===== src/rtl/rv64_pkg.sv =====
// rtl/rv64_pkg.sv - shared issue-queue defaults and wrap-around age compare
package rv64_pkg;

   localparam int DEF_IQ_DEPTH  = 16;
   localparam int DEF_AGE       = 5;
   localparam int DEF_PRF_WIDTH = 6;
   localparam int DEF_OPCODE    = 7;

   // a is older than b when b lies 1 .. half-1 steps ahead of a on the w-bit age ring
   function automatic logic age_older(input logic [31:0] a, input logic [31:0] b, input int w);
      logic [31:0] mask;
      logic [31:0] diff;
      logic [31:0] half;
      mask = (32'd1 << w) - 32'd1;
      diff = (b - a) & mask;
      half = 32'd1 << (w - 1);
      return (diff != 32'd0) && (diff < half);
   endfunction

endpackage


===== src/rtl/iq_age_pick.sv =====
// rtl/iq_age_pick.sv - combinational oldest-eligible entry picker
module iq_age_pick
   import rv64_pkg::*;
#(
   parameter int N     = DEF_IQ_DEPTH,
   parameter int AGE   = DEF_AGE,
   parameter int IDX_W = $clog2(N)
) (
   input  logic [N-1:0]     eligible,
   input  logic [N*AGE-1:0] ages,
   output logic             found,
   output logic [IDX_W-1:0] index
);

   logic [AGE-1:0] best_age;

   // linear scan; a later entry replaces only when strictly older, so equal ages keep the lower index
   always_comb begin
      found    = 1'b0;
      index    = '0;
      best_age = '0;
      for (int i = 0; i < N; i++) begin
         if (eligible[i] &&
             (!found || age_older(32'(ages[i*AGE +: AGE]), 32'(best_age), AGE))) begin
            found    = 1'b1;
            index    = IDX_W'(i);
            best_age = ages[i*AGE +: AGE];
         end
      end
   end

endmodule


===== src/rtl/iq_issue.sv =====
// rtl/iq_issue.sv - single-slot oldest-first issue select with free and wakeup pulses
module iq_issue
   import rv64_pkg::*;
#(
   parameter int IQ_DEPTH  = DEF_IQ_DEPTH,
   parameter int AGE       = DEF_AGE,
   parameter int PRF_WIDTH = DEF_PRF_WIDTH,
   parameter int OPCODE    = DEF_OPCODE
) (
   input  logic                          clk,
   input  logic                          rst_n,
   input  logic [IQ_DEPTH-1:0]           ent_valid,
   input  logic [IQ_DEPTH-1:0]           ent_rdy,
   input  logic [IQ_DEPTH*AGE-1:0]       ent_age,
   input  logic [IQ_DEPTH*OPCODE-1:0]    ent_op,
   input  logic [IQ_DEPTH*PRF_WIDTH-1:0] ent_prd,
   input  logic [IQ_DEPTH-1:0]           ent_prd_v,
   input  logic                          flush,
   output logic                          iss_valid,
   input  logic                          iss_ready,
   output logic [$clog2(IQ_DEPTH)-1:0]   iss_idx,
   output logic [OPCODE-1:0]             iss_op,
   output logic [PRF_WIDTH-1:0]          iss_prd,
   output logic                          iss_prd_v,
   output logic                          free_valid,
   output logic [$clog2(IQ_DEPTH)-1:0]   free_idx,
   output logic                          wake_valid,
   output logic [PRF_WIDTH-1:0]          wake_tag
);

   localparam int IDX_W = $clog2(IQ_DEPTH);

   logic [IQ_DEPTH-1:0] issued;
   logic [IQ_DEPTH-1:0] slot_mask;
   logic [IQ_DEPTH-1:0] load_mask;
   logic [IQ_DEPTH-1:0] eligible;
   logic                pick_found;
   logic [IDX_W-1:0]    pick_idx;
   logic                slot_open;
   logic                load;
   logic                accept;

   // the slot's own entry is excluded so a cleared issued bit can never duplicate it
   always_comb begin
      slot_mask = '0;
      if (iss_valid) slot_mask[iss_idx] = 1'b1;
   end

   assign eligible  = ent_valid & ent_rdy & ~issued & ~slot_mask;
   assign slot_open = ~iss_valid | iss_ready;
   assign load      = slot_open & pick_found & ~flush;
   assign accept    = iss_valid & iss_ready & ~flush;

   iq_age_pick #(
      .N     (IQ_DEPTH),
      .AGE   (AGE),
      .IDX_W (IDX_W)
   ) u_pick (
      .eligible (eligible),
      .ages     (ent_age),
      .found    (pick_found),
      .index    (pick_idx)
   );

   // one-hot of the entry being moved into the slot this cycle
   always_comb begin
      load_mask = '0;
      if (load) load_mask[pick_idx] = 1'b1;
   end

   // issue slot: refill whenever it is empty or being accepted; hold while stalled
   always_ff @(posedge clk or negedge rst_n) begin
      if (!rst_n) begin
         iss_valid <= 1'b0;
         iss_idx   <= '0;
         iss_op    <= '0;
         iss_prd   <= '0;
         iss_prd_v <= 1'b0;
      end else if (flush) begin
         iss_valid <= 1'b0;
      end else if (slot_open) begin
         iss_valid <= pick_found;
         if (pick_found) begin
            iss_idx   <= pick_idx;
            iss_op    <= ent_op[pick_idx*OPCODE +: OPCODE];
            iss_prd   <= ent_prd[pick_idx*PRF_WIDTH +: PRF_WIDTH];
            iss_prd_v <= ent_prd_v[pick_idx];
         end
      end
   end

   // acceptance turns into single-cycle free and wakeup pulses; flush swallows them
   always_ff @(posedge clk or negedge rst_n) begin
      if (!rst_n) begin
         free_valid <= 1'b0;
         free_idx   <= '0;
         wake_valid <= 1'b0;
         wake_tag   <= '0;
      end else begin
         free_valid <= accept;
         wake_valid <= accept & iss_prd_v;
         if (accept) begin
            free_idx <= iss_idx;
            wake_tag <= iss_prd;
         end
      end
   end

   // issued bits survive until the queue deallocates the entry, covering the free-to-dealloc gap
   always_ff @(posedge clk or negedge rst_n) begin
      if (!rst_n) begin
         issued <= '0;
      end else if (flush) begin
         issued <= '0;
      end else begin
         issued <= (issued & ent_valid) | load_mask;
      end
   end

endmodule


===== config.mk =====
export PLATFORM = sky130hd
export DESIGN_NAME = iq_issue
export DESIGN_NICKNAME = d
export VERILOG_FILES = /design/src/rtl/rv64_pkg.sv /design/src/rtl/iq_age_pick.sv /design/src/rtl/iq_issue.sv
export SDC_FILE = /design/constraint.sdc
export NUM_CORES = 1
export LEC_CHECK = 0
export CAP_MARGIN = 20
export CELL_PAD_IN_SITES_DETAIL_PLACEMENT = 1
export CELL_PAD_IN_SITES_GLOBAL_PLACEMENT = 1
export CORE_ASPECT_RATIO = 0.6
export CORE_MARGIN = 1.5
export CORE_UTILIZATION = 33
export DETAILED_ROUTE_END_ITERATION = 16
export PLACE_DENSITY_LB_ADDON = 0.15
export SYNTH_ARGS = -nofsm -noshare
export SYNTH_HDL_FRONTEND = slang
export SYNTH_SLANG_ARGS = --single-unit
export TNS_END_PERCENT = 100

===== constraint.sdc =====
create_clock -name clk -period 65.5 [get_ports clk]
set_clock_uncertainty 0.05 [all_clocks]
set_input_delay 13.1 -clock clk [delete_from_list [all_inputs] [get_ports clk]]
set_output_delay 13.1 -clock clk [all_outputs]
set_load 0.01 [all_outputs]

==> results by stage <==
Place:
- During placement, the flow inserted port buffers numbering 370.
- Routability-driven placement finished with a final weighted congestion of 0.9438.
- Including well taps, the total number of placed cells is around 1900.
- Once detailed placement completed, the half-perimeter wirelength came to approximately 37000 um.

STA:
- Setup repair after global routing left no endpoint under its margin.
- The final number of hold-violating endpoints is 0.
- Setup total negative slack on the finished layout was measured at 0 ns.
- The post-route fraction of the period consumed by the critical path is roughly 77%.
- The top achievable clock speed is about 0.020 GHz.
- The slew at the pin closest to its max-slew limit is around 1.0 ns.
- The minimum period implied by the final worst setup slack is between 50 and 60 ns.
- In this run the tightest slew margin relative to its limit is slightly below 30%.
- Setup violations remaining at the end of the flow were counted as 0.
- The worst hold margin is 0.4257 ns.
- The final count of pins violating max slew was 0.

Routing:
- After the first detailed-routing iteration, the DRC count stood at 943.
- The detailed-route DRC error count is 0.
- The count of nets left with antenna violations once routing finished came out at 0.
- In the final routed layout, each cell accounts on average for ~23 um.
- The first-pass iteration count of the detailed router is 5.
- After detailed routing, the number of vias per cell comes to approximately 5.9.
- The total detailed-routing wirelength is 44690 um.
- The via count of the routed design is between 10000 and 15000.

Synthesis:
- The number of cells produced by synthesis is 1203.
- The average instance area after synthesis is between 7 and 8 um^2.
- Summing the sequential cell areas from Yosys gives a little over an eighth of the chip area.
- The count of flip-flops with a built-in enable after synthesis is 0.
- The number of nets in the synthesized netlist is between 1500 and 2000.
- The most used flip-flop cell after synthesis is sky130_fd_sc_hd__dfrtp_1.
- The mapped netlist covers 8823 um^2.
- The async set-reset flop share out of synthesis is 100.0%.
- Synthesis inferred between 40 and 50 register bits.
- For this run, the number of Yosys warnings is 0.
- Yosys mapped the design onto 85 distinct sky130hd cell types.

Final layout:
- The area overhead of the layout relative to synthesis is 48.18%.
- The filler cells instantiated in the layout total about 3300.
- Of the cells placed in the final design, the portion with a size suffix greater than 1 is approximately 8%.
- The library cells used most frequently in the layout, excluding fill and tap cells, are sky130_fd_sc_hd__clkdlybuf4s50_1, sky130_fd_sc_hd__nand2_1, sky130_fd_sc_hd__nor2_1, sky130_fd_sc_hd__inv_1, sky130_fd_sc_hd__ha_1.
- The most common library cell in the layout ignoring fill and taps is sky130_fd_sc_hd__clkdlybuf4s50_1.
- The number of nets in the layout is ~1900.
- The finished layout holds 1902 standard cells, fillers aside.

Clocking:
- In this run the clock root is driven by a sky130_fd_sc_hd__clkbuf_16.
- The maximum buffer depth of the clock tree is 2.
- The maximum level of the CTS H-tree is 2.
- In this run, post-CTS repair resized a total of 0 instances.
- The clock transition at the registers of the reported paths is 0.07 ns.
- Buffers added to address setup during post-CTS repair amount to 0.
- The clock net in this run drives a total of 47 sinks.
- The number of buffers inserted by hold repair at cts is 0.
- The clock latency at the later pin of the worst-skew pair is 0.30 ns.
- The number of buffers inserted during clock tree synthesis is 5.
- TritonCTS built the clock tree.

Global route:
- The maximum number of pins on one net before global-route repair is 52.
- Global routing finished with a remaining overflow of 0.
- Global routing used 6.690% of the available met3 tracks.
- The combined global-route utilization of all metal layers is a little under a third.
- The fraction of met2 tracks used by global routing is about 44%.
- The first global-routing pass estimated approximately 67000 um of wire.
- The number of antenna violations at the first check in global routing is 5.
- The via count of the first global-routing pass came to between 10000 and 15000.
- The peak-usage layer in the global routing report is met1.
- For met1 alone, demand over resource in global routing was roughly 47%.

Setup path:
- STA classifies the critical path endpoint as a register.
- The largest driver fanout on the critical path is 34.
- The delay of the slowest critical-path stage is 0.80 ns.
- STA puts the critical path data arrival time at about 50 ns.
- For this design, the slowest cell found on the critical path is sky130_fd_sc_hd__o21ai_1.
- Data on the critical path is required at its endpoint by roughly 66 ns.
- The type of element launching the critical path is a primary input.
- The most used cell along the critical path is sky130_fd_sc_hd__ha_1.
- The critical path start-end classification is primary input to register.

Floorplanning:
- In this run the core area contains 46 standard-cell rows.
- The floorplan step defined a die boundary enclosing roughly 28000 um^2.
- The core area is ~26000 um^2.
- The number of placed I/O pins is around 370.
- The die is between 100 and 150 um tall.
- Once the floorplan was initialized, standard cells occupied between 30% and 40% of the core.
- From left edge to right edge, the die measures 214.1 um.

Run status:
- The run finished with clean final reports.

Worst hold path:
- The min-delay analysis places its worst path in the category register to register.

Flow run:
- Across the run, the number of max-cap violations was 0.
==> cell type report <==
| cell class | count | area (um^2) | area share (%) |
|---|---|---|---|
| clock inverters | 2 | 60.06 | 0.4593 |
| repair buffers | 389 | 3841 | 29.38 |
| well taps | 360 | 450.4 | 3.445 |
| multi-input cells | 1020 | 7131 | 54.54 |
| flip-flops and latches | 47 | 1176 | 8.995 |
| diodes | 4 | 10.01 | 0.07656 |
| clock buffers | 6 | 128.9 | 0.9857 |
| inverters | 74 | 277.8 | 2.124 |
==> critical path, delay by kind of cell <==
kind,cells,cell delay [ns]
mux,12,4.02
fa+ha+maj,15,4.32
xor+xnor,9,1.58
compound gates,61,15.17
buf+inv,7,1.49
simple gates,49,10.91
==> flip-flops by register name, summed over array words and instances (netlist names) <==
name	cells
issued	16
iss_op	7
iss_prd	6
wake_tag	6
free_idx	4
iss_idx	4
free_valid	1
iss_prd_v	1
iss_valid	1
wake_valid	1
==> metrics by stage <==
step / area [um^2] / util [%] / worst slack (ns)
floorplan: 8823 / - / 21.67
detailed placement: 12880 / 48.85 / 15.34
global placement: 12880 / 48.85 / 16.91
CTS: 13070 / 49.56 / 15.53
finish: 13080 / 49.60 / 15.04
global route: 13070 / 49.58 / 12.39
==> worst paths after layout <==
path | startpoint | slack (ns) | depth (start not counted) | end
hold reg to reg | wake_tag[5]$_DFFE_PN0P_ | 0.43 | 2 | wake_tag[5]$_DFFE_PN0P_
min in group asynchronous | rst_n | 12.85 | 2 | iss_prd[3]$_DFFE_PN0P_
max in group asynchronous | rst_n | 52.11 | 2 | issued[3]$_DFF_PN0_
setup reg to reg | iss_idx[3]$_DFFE_PN0P_ | 27.72 | 152 | iss_prd[1]$_DFFE_PN0P_
setup / recovery | ent_valid[0] | 15.04 | 153 | iss_prd[1]$_DFFE_PN0P_
hold / removal | wake_tag[5]$_DFFE_PN0P_ | 0.43 | 2 | wake_tag[5]$_DFFE_PN0P_
==> kinds of logic (layout without fill, tap and decap cells) <==
kind of cell,after synthesis,in the layout,share of synthesized area (%)
buf+inv,136,471,6.154
compound gates,414,414,34.80
mux,78,78,9.643
other cells,0,4,0
fa+ha+maj,60,60,8.508
flops,47,47,13.33
xor+xnor,25,25,2.482
simple gates,443,443,25.09
==> synth_stat cells (15+ instances only) <==
cell,n,area (um^2)
sky130_fd_sc_hd__a22oi_1,24,180.2
sky130_fd_sc_hd__a21o_1,24,180.2
sky130_fd_sc_hd__nand3_1,20,100.1
sky130_fd_sc_hd__dfrtp_1,47,1176
sky130_fd_sc_hd__a21oi_1,55,275.3
sky130_fd_sc_hd__nor2_1,114,427.9
sky130_fd_sc_hd__and3_1,15,93.84
sky130_fd_sc_hd__o21a_1,17,127.6
sky130_fd_sc_hd__inv_1,74,277.8
sky130_fd_sc_hd__and2_1,23,143.9
sky130_fd_sc_hd__a211oi_1,55,412.9
sky130_fd_sc_hd__nor4_1,34,212.7
sky130_fd_sc_hd__clkbuf_1,45,168.9
sky130_fd_sc_hd__ha_1,60,750.7
sky130_fd_sc_hd__mux2_2,56,630.6
sky130_fd_sc_hd__o211ai_1,16,120.1
sky130_fd_sc_hd__o21ai_0,46,230.2
sky130_fd_sc_hd__o21ai_1,18,90.09
sky130_fd_sc_hd__nand2_1,125,469.2
sky130_fd_sc_hd__a211o_1,24,210.2
sky130_fd_sc_hd__nor3_1,31,155.2
sky130_fd_sc_hd__mux2i_1,22,220.2
==> metal layers <==
| metal | part of all wire (%) | up-vias | wire (um) |
|---|---|---|---|
| met3 | 8.7 | 36 | 3875 |
| met4 | 1.3 | 0 | 578 |
| met2 | 42 | 478 | 18620 |
| li1 | - | 5243 | - |
| met1 | 48 | 5470 | 21620 |
| met5 | 0 | - | 0 |
Power is not shown: default switching activity piles up to over one toggle a cycle in this logic, so the estimate is an artifact.
